`config.mk`:
```
export PLATFORM = sky130hd
export DESIGN_NAME = load_store_unit
export DESIGN_NICKNAME = d
export VERILOG_FILES = /design/src/rtl/lsu_pkg.sv /design/src/rtl/load_store_unit_load_extender.sv /design/src/rtl/load_store_unit.sv
export SDC_FILE = /design/constraint.sdc
export NUM_CORES = 1
export LEC_CHECK = 0
export ABC_AREA = 1
export CAP_MARGIN = 20
export CORE_MARGIN = 2
export CORE_UTILIZATION = 32
export CTS_CLUSTER_SIZE = 40
export DETAILED_ROUTE_END_ITERATION = 8
export PLACE_DENSITY_LB_ADDON = 0.3
export SYNTH_ARGS = -nofsm -noshare
export SYNTH_HDL_FRONTEND = slang
export SYNTH_SLANG_ARGS = --single-unit
```
`constraint.sdc`:
```
create_clock -name clk -period 1.8 [get_ports clk]
set_input_delay 0.27 -clock clk [delete_from_list [all_inputs] [get_ports clk]]
set_output_delay 0.27 -clock clk [all_outputs]
set_load 0.1 [all_outputs]
```
`src/rtl/lsu_pkg.sv`:
```
// Shared constants and types for the load/store unit and its memory-controller handshake.
// Holds the funct3 codes, the controller mode encodings, the response error codes and the FSM state type.
package lsu_pkg;

    localparam logic [2:0] F3_B  = 3'b000;
    localparam logic [2:0] F3_H  = 3'b001;
    localparam logic [2:0] F3_W  = 3'b010;
    localparam logic [2:0] F3_BU = 3'b100;
    localparam logic [2:0] F3_HU = 3'b101;

    // Encodings understood by memory_controller_module on instr_mode.
    localparam logic [1:0] MODE_WORD = 2'b00;
    localparam logic [1:0] MODE_BYTE = 2'b01;
    localparam logic [1:0] MODE_HALF = 2'b10;

    localparam logic [1:0] ERR_OK       = 2'b00;
    localparam logic [1:0] ERR_MISALIGN = 2'b01;
    localparam logic [1:0] ERR_TIMEOUT  = 2'b10;
    localparam logic [1:0] ERR_ILLEGAL  = 2'b11;

    typedef logic [1:0] lsu_state_t;
    localparam lsu_state_t ST_IDLE = 2'd0;
    localparam lsu_state_t ST_REQ  = 2'd1;
    localparam lsu_state_t ST_WAIT = 2'd2;
    localparam lsu_state_t ST_DONE = 2'd3;

    function automatic logic [1:0] mode_of(input logic [2:0] f3);
        case (f3[1:0])
            2'b00:   return MODE_BYTE;
            2'b01:   return MODE_HALF;
            default: return MODE_WORD;
        endcase
    endfunction

    function automatic logic funct3_legal(input logic store, input logic [2:0] f3);
        if (store) begin
            return (f3 == F3_B) || (f3 == F3_H) || (f3 == F3_W);
        end
        return (f3 != 3'b011) && (f3 != 3'b110) && (f3 != 3'b111);
    endfunction

    // Only meaningful for legal funct3; byte accesses are never misaligned.
    function automatic logic misaligned(input logic [2:0] f3, input logic [1:0] addr_lo);
        case (f3[1:0])
            2'b01:   return addr_lo[0];
            2'b10:   return addr_lo != 2'b00;
            default: return 1'b0;
        endcase
    endfunction

endpackage

```
`src/rtl/load_store_unit_load_extender.sv`:
```
// Combinational load-data extension: the controller returns byte/half data zero-extended,
// this widens it to 32 bits according to the load's funct3.
module load_extender
    import lsu_pkg::*;
(
    input  logic [2:0]  funct3,
    input  logic [31:0] raw,
    output logic [31:0] data
);

    always_comb begin
        data = raw;
        case (funct3)
            F3_B:    data = {{24{raw[7]}}, raw[7:0]};
            F3_H:    data = {{16{raw[15]}}, raw[15:0]};
            F3_BU:   data = {24'h0, raw[7:0]};
            F3_HU:   data = {16'h0, raw[15:0]};
            default: data = raw;
        endcase
    end

endmodule

```
`src/rtl/load_store_unit.sv`:
```
// Core-side initiator for memory_controller_module: takes one load/store at a time,
// validates it, runs the enable/op_r handshake and returns a one-cycle response.
//
// Handshake: a request is taken on a rising edge where req_valid=1 and req_ready=1;
// req_ready is high only in IDLE and nothing is queued. resp_valid is a one-cycle
// strobe; resp_rdata/resp_err hold until the next response. mem_enable is a one-cycle
// start pulse and mem_op_r is only looked at while waiting.
module load_store_unit
    import lsu_pkg::*;
#(
    parameter int ADDR_W  = 24,
    parameter int TIMEOUT = 15
) (
    input  logic              clk,
    input  logic              rst_n,
    input  logic              req_valid,
    output logic              req_ready,
    input  logic              req_store,
    input  logic [2:0]        req_funct3,
    input  logic [ADDR_W-1:0] req_addr,
    input  logic [31:0]       req_wdata,
    output logic              resp_valid,
    output logic [31:0]       resp_rdata,
    output logic [1:0]        resp_err,
    output logic              mem_enable,
    output logic              mem_we,
    output logic [ADDR_W-1:0] mem_addr,
    output logic [31:0]       mem_wdata,
    output logic [1:0]        mem_mode,
    input  logic              mem_op_r,
    input  logic [31:0]       mem_rdata,
    output logic [1:0]        dbg_state
);

    localparam int CNT_W = $clog2(TIMEOUT + 1);

    lsu_state_t       state;
    logic [2:0]       funct3_q;
    logic [CNT_W-1:0] wait_cnt;
    logic [CNT_W-1:0] wait_cnt_next;
    logic [31:0]      ext_data;
    logic             req_legal;
    logic             req_misaligned;

    // Decoded from state so mem_enable and resp_valid drop the instant reset asserts.
    assign req_ready     = (state == ST_IDLE);
    assign mem_enable    = (state == ST_REQ);
    assign resp_valid    = (state == ST_DONE);
    assign dbg_state     = state;
    assign wait_cnt_next = wait_cnt + CNT_W'(1);

    assign req_legal      = funct3_legal(req_store, req_funct3);
    assign req_misaligned = misaligned(req_funct3, req_addr[1:0]);

    load_extender u_ext (
        .funct3 (funct3_q),
        .raw    (mem_rdata),
        .data   (ext_data)
    );

    always_ff @(posedge clk or negedge rst_n) begin
        if (!rst_n) begin
            state      <= ST_IDLE;
            funct3_q   <= 3'b000;
            wait_cnt   <= '0;
            mem_we     <= 1'b0;
            mem_addr   <= '0;
            mem_wdata  <= 32'h0;
            mem_mode   <= MODE_WORD;
            resp_rdata <= 32'h0;
            resp_err   <= ERR_OK;
        end else begin
            case (state)
                ST_IDLE: begin
                    if (req_valid) begin
                        funct3_q  <= req_funct3;
                        mem_we    <= req_store;
                        mem_addr  <= req_addr;
                        mem_wdata <= req_wdata;
                        mem_mode  <= mode_of(req_funct3);
                        wait_cnt  <= '0;
                        // Illegal funct3 outranks misalignment; neither touches memory.
                        if (!req_legal) begin
                            state      <= ST_DONE;
                            resp_err   <= ERR_ILLEGAL;
                            resp_rdata <= 32'h0;
                        end else if (req_misaligned) begin
                            state      <= ST_DONE;
                            resp_err   <= ERR_MISALIGN;
                            resp_rdata <= 32'h0;
                        end else begin
                            state <= ST_REQ;
                        end
                    end
                end
                ST_REQ: begin
                    state <= ST_WAIT;
                end
                ST_WAIT: begin
                    // op_r wins over the timeout when both land on the same edge.
                    if (mem_op_r) begin
                        state      <= ST_DONE;
                        resp_err   <= ERR_OK;
                        resp_rdata <= mem_we ? 32'h0 : ext_data;
                    end else if (wait_cnt_next == CNT_W'(TIMEOUT)) begin
                        state      <= ST_DONE;
                        resp_err   <= ERR_TIMEOUT;
                        resp_rdata <= 32'h0;
                    end else begin
                        wait_cnt <= wait_cnt_next;
                    end
                end
                default: begin
                    state <= ST_IDLE;
                end
            endcase
        end
    end

endmodule
```
==> results of run 1 <==
==> per-layer routing <==
layer	GRT usage	share of wire	up-vias
li1	-	-	2140
met1	0.221	0.43	2014
met4	0.0595	0.015	0
met5	0	0	-
met2	0.252	0.47	155
met3	0.0577	0.084	11
==> logic make-up (layout without fill, tap and decap cells) <==
kind of cell | count (synthesis) | after routing | synth area share
DFF | 102 | 102 | 0.552
AOI/OAI and AO/OA | 26 | 26 | 0.0327
and+or+nand+nor | 372 | 372 | 0.329
buffers and inverters | 56 | 261 | 0.0546
adders and majority gates | 12 | 12 | 0.0324
==> timing repair <==
item	CTS	global route
resized for setup	0	12
endpoints found under the hold margin	0	0
hold buffers	0	0
setup endpoints to repair	0	38
buffers inserted	0	4
==> synth_stat cells, drive strengths merged <==
library cell / n
nand2: 279
buf: 17
nor2: 47
a21oi: 13
nand3: 41
inv: 30
o21bai: 1
o21ai: 12
ha: 12
nand4: 1
clkbuf: 9
nand3b: 3
dfrtp: 102
or2: 1
==> through the flow <==
stage                     setup slack [ns]  setup TNS [ns]  instance area (um2)
after floorplan                     -0.126           -4.22                 4690
after CTS                           0.0179               0                 7080
after global routing              -0.00338        -0.00971                 7220
final                                0.108               0                 7220
after global placement              -0.160           -5.40                 6810
after detailed placement            -0.220           -7.08                 6810
==> worst paths after layout <==
kind                                    start        endpoint  slack [ns]  cells after the start
worst max register to register    wait_cnt[1]  resp_rdata[20]        0.11                     10
worst min register to register   mem_wdata[8]    mem_wdata[8]        0.48                      2
min in group clk                  req_addr[2]     mem_addr[2]        0.45                      3
max in group asynchronous               rst_n     wait_cnt[1]        1.40                      2
worst max-delay path            req_funct3[0]  resp_rdata[20]        0.11                     12
worst min-delay path                    rst_n   resp_rdata[3]       -0.05                      2
==> final cells by class <==
| type | instances | share of cell area |
|---|---|---|
| clock buffers | 10 | 0.0317 |
| clock inverters | 6 | 0.00641 |
| inverters | 30 | 0.0163 |
| multi-input cells | 410 | 0.262 |
| flip-flops and latches | 102 | 0.355 |
| well taps | 180 | 0.0312 |
| repair buffers | 215 | 0.298 |
==> critical path, cell delays in order <==
cell                              delay [ns]
sky130_fd_sc_hd__clkdlybuf4s50_1        0.43
sky130_fd_sc_hd__buf_4                  0.16
sky130_fd_sc_hd__ha_1                   0.19
sky130_fd_sc_hd__nor2_2                 0.10
sky130_fd_sc_hd__nand2_1                0.06
sky130_fd_sc_hd__nand2_1                0.06
sky130_fd_sc_hd__nand2_2                0.07
sky130_fd_sc_hd__nand3_4                0.11
sky130_fd_sc_hd__nand3b_4               0.15
sky130_fd_sc_hd__clkbuf_16              0.20
sky130_fd_sc_hd__nand2_1                0.06
sky130_fd_sc_hd__nand2_1                0.05
==> state kept, by name, summed over array words and instances, names as in the netlist <==
signal      flops
mem_wdata      32
resp_rdata     32
mem_addr       24
wait_cnt        4
funct3_q        3
dbg_state       2
mem_mode        2
resp_err        2
mem_we          1
==> summary.log, run 1 <==
[detailed_routing] wire length reported by the detailed router 13000 um
[cts] later-pin clock latency in the skew report 0.35 ns
[detailed_routing] detailed-route wire length per cell 13.7 um
[floorplan] Core Box Area 14000 um2
[logic_synthesis] cell types with the largest area share after synthesis sky130_fd_sc_hd__dfrtp_1, sky130_fd_sc_hd__nand2_1, sky130_fd_sc_hd__nand3_1
[detailed_routing] routed vias/inst 4.53
[worst_setup_path] sort of element at the end of the critical path flop
[logic_synthesis] Avg Synthesized Cell Area 8.15 um2
[timing] final critical-path share of the clock period 0.940
[timing] post-route minimum period 1.69 ns
[floorplan] die boundary width 124 um
[timing] actual transition at the worst max-transition pin 0.566 ns
[detailed_routing] detailed-route via count 4320
[run_status] violated checks hold timing
[layout] count of inserted antenna diode cells 0
[logic_synthesis] Post-Syn Area 4630 um2
[layout] most common cell after layout, fill and taps aside sky130_fd_sc_hd__nand2_1
[global_routing] GRT Util Overall 0.166
[placed_design] hpwl dp 8870 um
[worst_setup_path] data arrival at the endpoint of the critical path 1.93 ns
[global_routing] sum of overflow across all layers after global routing 0
[layout] final cell utilization of the core 0.516
[job] total of max-cap violations 0
[global_routing] number of global-route vias before repair 4219
[cts] number of buffers between clock root and the deepest sink 2
[cts] Root Driver sky130_fd_sc_hd__clkbuf_16
[layout] net count of the finished layout 876
[detailed_routing] iteration count of the initial detailed-routing pass 4
[run_status] run status finished with violations
[worst_setup_path] WP data required 2.04 ns
[layout] area of the multi-input gates 1890 um2
[timing] clock skew 0.00666 ns
[logic_synthesis] number of unique standard cell types used by synthesis 27
[placed_design] final RePlAce weighted congestion 0.740
[timing] count of final max-slew check failures 0
[worst_setup_path] crit path kind input port to flop
[logic_synthesis] count of state elements after synthesis 102
[global_routing] largest net degree at the start of global routing 103
[floorplan] cell row count 43
[timing] headroom to the max-slew limit 0.622
[placed_design] Port Buffers 193
[timing] total count of hold-check failures in the final report 24
[timing] achievable clock frequency 591 MHz
[cts] Num CTS Buffers 9
[floorplan] number of ports placed on the die boundary 194
[floorplan] Chip Height 124 um
[logic_synthesis] post-synth top area share 0.552
[global_routing] number of antenna violations at the first check in global routing 0
[placed_design] total placed cells including tap cells 930
[cts] deepest level of the CTS H-tree 3
[cts] clock transition at the registers of the reported paths 0.07 ns
[floorplan] initial standard-cell utilization of the core 0.331
[layout] share of post-route cells with drive strength above 1 0.223
[detailed_routing] Post-DRT Antenna Nets 0
[floorplan] area of the die 15400 um2
[logic_synthesis] syn_nets 676
[layout] Layout area overhead 56.1%
[cts] clock tree from TritonCTS done
[layout] non-filler instance count after layout 953
[layout] most frequent cells in the layout sky130_fd_sc_hd__nand2_1, sky130_fd_sc_hd__dfrtp_1, sky130_fd_sc_hd__buf_4
[worst_setup_path] peak fanout along the critical path 8
[worst_setup_path] critical path startpoint category input port
[logic_synthesis] Syn. warnings 0
[hold_path] class of the most critical hold timing path input port to asynchronous set/reset pin
[timing] Setup Viol. Count Final 0
[logic_synthesis] sequential share of the synthesized area 0.552
[timing] final hold slack -0.0545 ns
[logic_synthesis] library cell occupying the most area in the post-synthesis netlist sky130_fd_sc_hd__dfrtp_1
[global_routing] wire length of the first global-routing pass 21100 um
[layout] layout filler cell count 1312
[layout] footprint of the flip-flops and latches 2560 um2
[detailed_routing] Detailed Route Iter0 Violations 185
[detailed_routing] post-route DRC violation count 0
[cts] CTS sink count 102
[logic_synthesis] post-synthesis instance total 568
Power of run 1 is left out: the tool's default activity adds up to more than one toggle a clock period on the data nets, which glitch-free logic cannot reach.
==> inputs of run 2 (changes only) <==
Clock period 1.8 ns to 1.7 ns, I/O delays scaled along.
==> run 2 against run 1 <==
Effect of this change:
- the run now ends clean
- die area unchanged
- setup slack got worse by 0.10 ns
- first-iteration DRC count grew 23%
- routed wire length up 6.6%
- final cell count grew 0.73%
- critical path depth down 7
- utilization up 8.4 points
- sequential cell count is the same
- count of clock-buffer cells in the layout is 2 higher
- global-route usage increased by 1.1 points
==> summary.log, run 2 (synthesized netlist as in run 1, its figures left out) <==
[timing] Setup Viol. Count Final 0 [unchanged]
[job] total of max-cap violations 0 [unchanged]
[cts] number of buffers between clock root and the deepest sink 2 [unchanged]
[layout] count of inserted antenna diode cells 0 [unchanged]
[worst_setup_path] crit path kind flop to output port
[floorplan] Core Box Area 14000 um2 [unchanged]
[floorplan] die boundary width 124 um [unchanged]
[floorplan] cell row count 43 [unchanged]
[cts] CTS sink count 102 [unchanged]
[timing] actual transition at the worst max-transition pin 0.554 ns [-0.0128 ns]
[layout] net count of the finished layout 884 [+0.91%]
[worst_setup_path] peak fanout along the critical path 5 [-3]
[detailed_routing] routed vias/inst 4.59 [+1.2%]
[hold_path] class of the most critical hold timing path input port to flop
[worst_setup_path] capturing instance or port of the critical path req_ready
[timing] final hold slack 0.372 ns [+0.427 ns]
[floorplan] number of ports placed on the die boundary 194 [unchanged]
[detailed_routing] wire length reported by the detailed router 13900 um [+6.6%]
[cts] clock transition at the registers of the reported paths 0.06 ns [about the same]
[floorplan] Chip Height 124 um [unchanged]
[cts] later-pin clock latency in the skew report 0.34 ns [about the same]
[worst_setup_path] endpoint of the worst register-to-register path resp_rdata[18]
[placed_design] post-place setup slack -0.323 ns [-0.104 ns]
[timing] final critical-path share of the clock period 0.998
[worst_setup_path] worst reg2reg path depth 10 [unchanged]
[global_routing] largest net degree at the start of global routing 103 [unchanged]
[layout] final instance area 8400 um2 [+16%]
[layout] Layout area overhead 81.4%
[worst_setup_path] startpoint of the lowest-slack register-to-register path dbg_state[0]
[timing] total count of hold-check failures in the final report 0 [-100%]
[cts] Num CTS Buffers 9 [unchanged]
[layout] most frequent cells in the layout sky130_fd_sc_hd__nand2_1, sky130_fd_sc_hd__buf_12, sky130_fd_sc_hd__dfrtp_1
[detailed_routing] iteration count of the initial detailed-routing pass 4 [unchanged]
[timing] achievable clock frequency 589 MHz
[detailed_routing] Detailed Route Iter0 Violations 228 [+23%]
[cts] clock tree from TritonCTS done
[worst_setup_path] critical path startpoint category flop
[run_status] run status completed
[detailed_routing] post-route DRC violation count 0 [unchanged]
[timing] count of final max-slew check failures 0 [unchanged]
[floorplan] initial standard-cell utilization of the core 0.331 [unchanged]
[hold_path] Worst Hold Launch req_funct3[0]
[timing] clock skew 0.0111 ns [+0.00445 ns]
[floorplan] area of the die 15400 um2 [unchanged]
[timing] final critical-path setup slack 0.00297 ns [-0.105 ns]
[placed_design] final RePlAce weighted congestion 0.764 [+3.2%]
[layout] Largest regs mem_wdata: 32 flops, resp_rdata: 32 flops, mem_addr: 24 flops
[global_routing] sum of overflow across all layers after global routing 0 [unchanged]
[worst_setup_path] reg2reg setup slack 0.02 ns [-0.09 ns]
[worst_setup_path] WP data required 1.44 ns [-0.60 ns]
[global_routing] number of global-route vias before repair 4393 [+4.1%]
[detailed_routing] detailed-route via count 4405 [+2.0%]
[layout] most common cell after layout, fill and taps aside sky130_fd_sc_hd__nand2_1
[global_routing] wire length of the first global-routing pass 22400 um [+6.4%]
[timing] headroom to the max-slew limit 0.631 [+0.00852]
[placed_design] hpwl dp 9700 um [+9.4%]
[timing] post-route minimum period 1.70 ns
[worst_setup_path] data arrival at the endpoint of the critical path 1.44 ns [-0.49 ns]
[worst_setup_path] Critical path origin dbg_state[0]
[global_routing] GRT Util Overall 0.177 [+0.0111]
[cts] Root Driver sky130_fd_sc_hd__clkbuf_16
[cts] deepest level of the CTS H-tree 3 [unchanged]
[placed_design] Port Buffers 193 [unchanged]
[timing] RSZ-0062 raised after global routing yes
[placed_design] Post-DP Area 7880 um2 [+16%]
[global_routing] number of antenna violations at the first check in global routing 0 [unchanged]
[timing] Fin Setup TNS 0 ns [unchanged]
[detailed_routing] detailed-route wire length per cell 14.5 um [+5.8%]
[layout] share of post-route cells with drive strength above 1 0.249 [+0.0262]
[worst_setup_path] sort of element at the end of the critical path output port
[detailed_routing] Post-DRT Antenna Nets 0 [unchanged]
[layout] layout filler cell count 1192 [-9.1%]
==> run 2: layout make-up <==
cell class / instances / area [um2] / share of cell area
clock buffer: 12 / 246 / 0.0294
clock inverter: 3 / 46.3 / 0.00551
inverter: 30 / 123 / 0.0146
multi-input combinational: 410 / 1930 / 0.230
sequential: 102 / 2560 / 0.305
tap: 180 / 225 / 0.0268
timing repair buffer: 223 / 3260 / 0.389
==> run 2: repair_timing <==
action / CTS / global route
buffers inserted: 0 / 6
pin swaps: 0 / 12
hold buffers: 1 / 0
gates resized for setup: 4 / 31
hold endpoints to repair: 1 / 0
endpoints found under the setup margin: 34 / 39
cloned: 0 / 3
==> run 2: through the flow <==
| step | util | std cells |
|---|---|---|
| 6_report | 0.600 | 960 |
| 5_1_grt | 0.600 | 960 |
| 4_1_cts | 0.587 | 951 |
| 3_5_place_dp | 0.564 | 935 |
| 3_3_place_gp | 0.564 | 935 |
| 2_1_floorplan | - | 568 |
==> run 2: worst min-delay path by stage <==
stage / end / slack, ns / cells after the start
after floorplan: funct3_q[0] / -0.04 / 0
after global placement: resp_rdata[1] / 0.37 / 2
after detailed placement: resp_rdata[4] / 0.37 / 2
after CTS: mem_wdata[7] / 0.43 / 3
after global routing: funct3_q[0] / 0.41 / 4
final: funct3_q[0] / 0.37 / 4
==> run 2: critical path: stages (launching register included) <==
cell and delay (ns):
sky130_fd_sc_hd__dfrtp_4 0.49, sky130_fd_sc_hd__inv_4 0.07, sky130_fd_sc_hd__buf_6 0.10, sky130_fd_sc_hd__ha_4 0.18, sky130_fd_sc_hd__buf_6 0.11, sky130_fd_sc_hd__buf_12 0.16
==> run 2: layer usage <==
metal / global-route usage / up-vias / part of all wire
li1: - / 2158 / -
met1: 0.217 / 2049 / 0.40
met2: 0.288 / 183 / 0.48
met3: 0.0654 / 15 / 0.10
met4: 0.0608 / 0 / 0.018
met5: 0 / - / 0
Power of run 2 is left out for the same reason.
==> inputs of run 3 (changes only) <==
Settings changed: ABC_AREA 1 to 0.
==> run 3 against run 2 <==
Effect of this change:
- the run now ends with setup timing left
- non-clock buffer count is 69 higher
- routed wire length increased by 43%
- clock skew is 0.00072 ns lower
- synthesized cell count down 18%
- critical path depth up 4
- utilization is 4.7 points higher
- sequential share of layout area fell by 5.6 points
- global-route usage up 3.9 points
- area after synthesis increased by 12%
- via count up 18%
- worst hold slack better by 0.039 ns
- largest cell class unchanged
==> summary.log, run 3 <==
[run_status] run status finished with violations
[run_status] violated checks setup timing
[logic_synthesis] syn_nets 575 [-15%]
[global_routing] wire length of the first global-routing pass 29800 um [+33%]
[layout] Layout area overhead 98.2%
[detailed_routing] length of routed met2 wiring 9940 um [+49%]
[floorplan] cell row count 46 [+7.0%]
[worst_setup_path] sort of element at the end of the critical path flop
[timing] RSZ-0062 raised after global routing yes
[global_routing] sum of overflow across all layers after global routing 0 [unchanged]
[logic_synthesis] sequential share of the synthesized area 0.492 [-0.0593]
[layout] footprint of the flip-flops and latches 2560 um2 [about the same]
[global_routing] number of antenna violations at the first check in global routing 2 [+2]
[logic_synthesis] most frequently used flop master after synthesis sky130_fd_sc_hd__dfrtp_1
[logic_synthesis] count of state elements after synthesis 102 [unchanged]
[layout] Largest regs mem_wdata: 32 flops, resp_rdata: 32 flops, mem_addr: 24 flops
[floorplan] die boundary width 131 um [+5.7%]
[detailed_routing] wire length reported by the detailed router 19900 um [+43%]
[logic_synthesis] Synth async-reset ratio 1.00 [unchanged]
[worst_setup_path] peak fanout along the critical path 9 [+4]
[floorplan] number of ports placed on the die boundary 194 [unchanged]
[floorplan] Chip Height 131 um [+5.7%]
[logic_synthesis] Post-synth top cells sky130_fd_sc_hd__dfrtp_1, sky130_fd_sc_hd__mux2_2, sky130_fd_sc_hd__mux2_1
[logic_synthesis] Avg Synthesized Cell Area 11.1 um2 [+36%]
[layout] most frequent cells in the layout sky130_fd_sc_hd__buf_12, sky130_fd_sc_hd__dfrtp_1, sky130_fd_sc_hd__clkdlybuf4s50_1
[detailed_routing] detailed-route via count 5214 [+18%]
[detailed_routing] M1 WL 7230 um [+30%]
[logic_synthesis] Post-Syn Area 5180 um2 [+12%]
[timing] final critical-path setup slack -0.175 ns [-0.178 ns]
[layout] final cell utilization of the core 0.647 [+0.0467]
[timing] actual transition at the worst max-transition pin 0.508 ns [-0.0453 ns]
[detailed_routing] Met3 Wirelength 2230 um [+60%]
[logic_synthesis] post-synth top area share 0.492 [-0.0593]
[logic_synthesis] number of unique standard cell types used by synthesis 53 [+96%]
[placed_design] hpwl dp 12600 um [+30%]
[timing] final hold slack 0.411 ns [+0.0386 ns]
[layout] net count of the finished layout 842 [-4.8%]
[placed_design] final RePlAce weighted congestion 0.828 [+8.4%]
[placed_design] total placed cells including tap cells 898 [-4.0%]
[cts] clock transition at the registers of the reported paths 0.08 ns [+0.02 ns]
[logic_synthesis] Syn. warnings 0 [unchanged]
[detailed_routing] Top Layer Used met4
[detailed_routing] routed vias/inst 5.45 [+19%]
[logic_synthesis] cell types with the largest area share after synthesis sky130_fd_sc_hd__dfrtp_1, sky130_fd_sc_hd__mux2_2, sky130_fd_sc_hd__mux2_1
[global_routing] number of global-route vias before repair 5487 [+25%]
[logic_synthesis] library cell with the highest instance count after synthesis sky130_fd_sc_hd__dfrtp_1
[floorplan] Core Box Area 15900 um2 [+14%]
[timing] count of final max-slew check failures 0 [unchanged]
[layout] non-filler instance count after layout 957 [-0.31%]
[floorplan] area of the die 17200 um2 [+12%]
[detailed_routing] iteration count of the initial detailed-routing pass 5 [+1]
[floorplan] initial standard-cell utilization of the core 0.326 [-0.00445]
[timing] Setup Viol. Count Final 104 [+104]
[layout] share of post-route cells with drive strength above 1 0.482 [+0.233]
[hold_path] class of the most critical hold timing path input port to asynchronous set/reset pin
[logic_synthesis] post-synthesis instance total 467 [-18%]
[cts] Num CTS Buffers 9 [unchanged]
[timing] achievable clock frequency 533 MHz [-9.5%]
[detailed_routing] Detailed Route Iter0 Violations 299 [+31%]
[cts] number of buffers between clock root and the deepest sink 2 [unchanged]
[worst_setup_path] data arrival at the endpoint of the critical path 2.15 ns [+0.71 ns]
[global_routing] largest net degree at the start of global routing 34 [-67%]
[logic_synthesis] EDFF count, synth 0 [unchanged]
[timing] post-route minimum period 1.88 ns [+0.178 ns]
[worst_setup_path] critical path startpoint category flop
[detailed_routing] detailed-route wire length per cell 20.7 um [+43%]
[layout] layout filler cell count 1166 [-2.2%]
[job] total of max-cap violations 0 [unchanged]
[logic_synthesis] library cell occupying the most area in the post-synthesis netlist sky130_fd_sc_hd__dfrtp_1
[timing] total count of hold-check failures in the final report 0 [unchanged]
[worst_setup_path] crit path kind flop to flop
[detailed_routing] post-route DRC violation count 0 [unchanged]
[cts] later-pin clock latency in the skew report 0.36 ns [+0.02 ns]
[timing] clock skew 0.0104 ns [-0.000723 ns]
[layout] most common cell after layout, fill and taps aside sky130_fd_sc_hd__buf_12
[placed_design] Port Buffers 193 [unchanged]
[worst_setup_path] WP data required 1.97 ns [+0.53 ns]
[cts] Root Driver sky130_fd_sc_hd__clkbuf_16
[timing] final critical-path share of the clock period 1.10 [+0.105]
[global_routing] GRT Util Overall 0.217 [+0.0394]
[cts] deepest level of the CTS H-tree 3 [unchanged]
[cts] clock tree from TritonCTS done
[cts] CTS sink count 102 [unchanged]
[detailed_routing] Post-DRT Antenna Nets 0 [unchanged]
[layout] area of the multi-input gates 2950 um2 [+53%]
[timing] headroom to the max-slew limit 0.661 [+0.0302]
[run 3: cell families after synthesis]
logic type / share of synthesized area
AO/OA/AOI/OAI: 0.188
flip-flops: 0.492
AND/OR/NAND/NOR: 0.109
multiplexers: 0.136
buffers and inverters: 0.0459
adder cells (fa/ha/maj): 0.0290
[run 3: worst paths after layout]
path                          startpoint  depth (start not counted)  slack (ns)              to
setup / recovery            dbg_state[0]                          9       -0.18  resp_rdata[29]
hold / removal                     rst_n                          2        0.41  resp_rdata[30]
setup reg to reg            dbg_state[0]                          9       -0.18  resp_rdata[29]
hold reg to reg              funct3_q[2]                          1        0.56     funct3_q[2]
max in group asynchronous          rst_n                          3        0.69     resp_err[0]
min in group clk           req_funct3[0]                          4        0.43     funct3_q[0]
[run 3: layout make-up]
type,instances,area share
diodes,2,0.000487
clock buffers,9,0.0219
clock inverters,7,0.0102
inverters,9,0.00377
multi-input cells,320,0.287
flip-flops and latches,102,0.249
well taps,216,0.0263
repair buffers,292,0.401
[run 3: metrics by stage]
stage	setup slack (ns)	instance area, um2	TNS, ns
2_1_floorplan	-0.454	5320	-37.45
3_3_place_gp	-0.742	8780	-25.60
3_5_place_dp	-0.842	8780	-29.35
4_1_cts	-0.137	9690	-6.24
5_1_grt	-0.220	10300	-16.04
6_report	-0.175	10300	-12.35
[run 3: critical path, stage by stage, from the launching register on]
cell and delay, ns:
sky130_fd_sc_hd__dfrtp_4 0.49, sky130_fd_sc_hd__inv_4 0.07, sky130_fd_sc_hd__buf_6 0.10, sky130_fd_sc_hd__ha_4 0.19, sky130_fd_sc_hd__mux2i_4 0.31, sky130_fd_sc_hd__buf_6 0.19
sky130_fd_sc_hd__buf_12 0.13, sky130_fd_sc_hd__and2_1 0.14, sky130_fd_sc_hd__a31oi_1 0.05, sky130_fd_sc_hd__o211ai_1 0.10
[run 3: repair_timing]
action,4_1_cts,5_1_grt
pin swaps,16,34
buffers inserted,16,7
hold buffers,1,0
gates resized for setup,58,96
cloned,13,9
setup endpoints to repair,101,102
hold endpoints to repair,28,0
[run 3: per-layer routing]
metal / up-vias / GRT usage
li1: 2306 / -
met1: 2581 / 0.237
met3: 37 / 0.0968
met4: 0 / 0.0658
met5: - / 0
met2: 290 / 0.378
Power of run 3 is left out for the same reason.
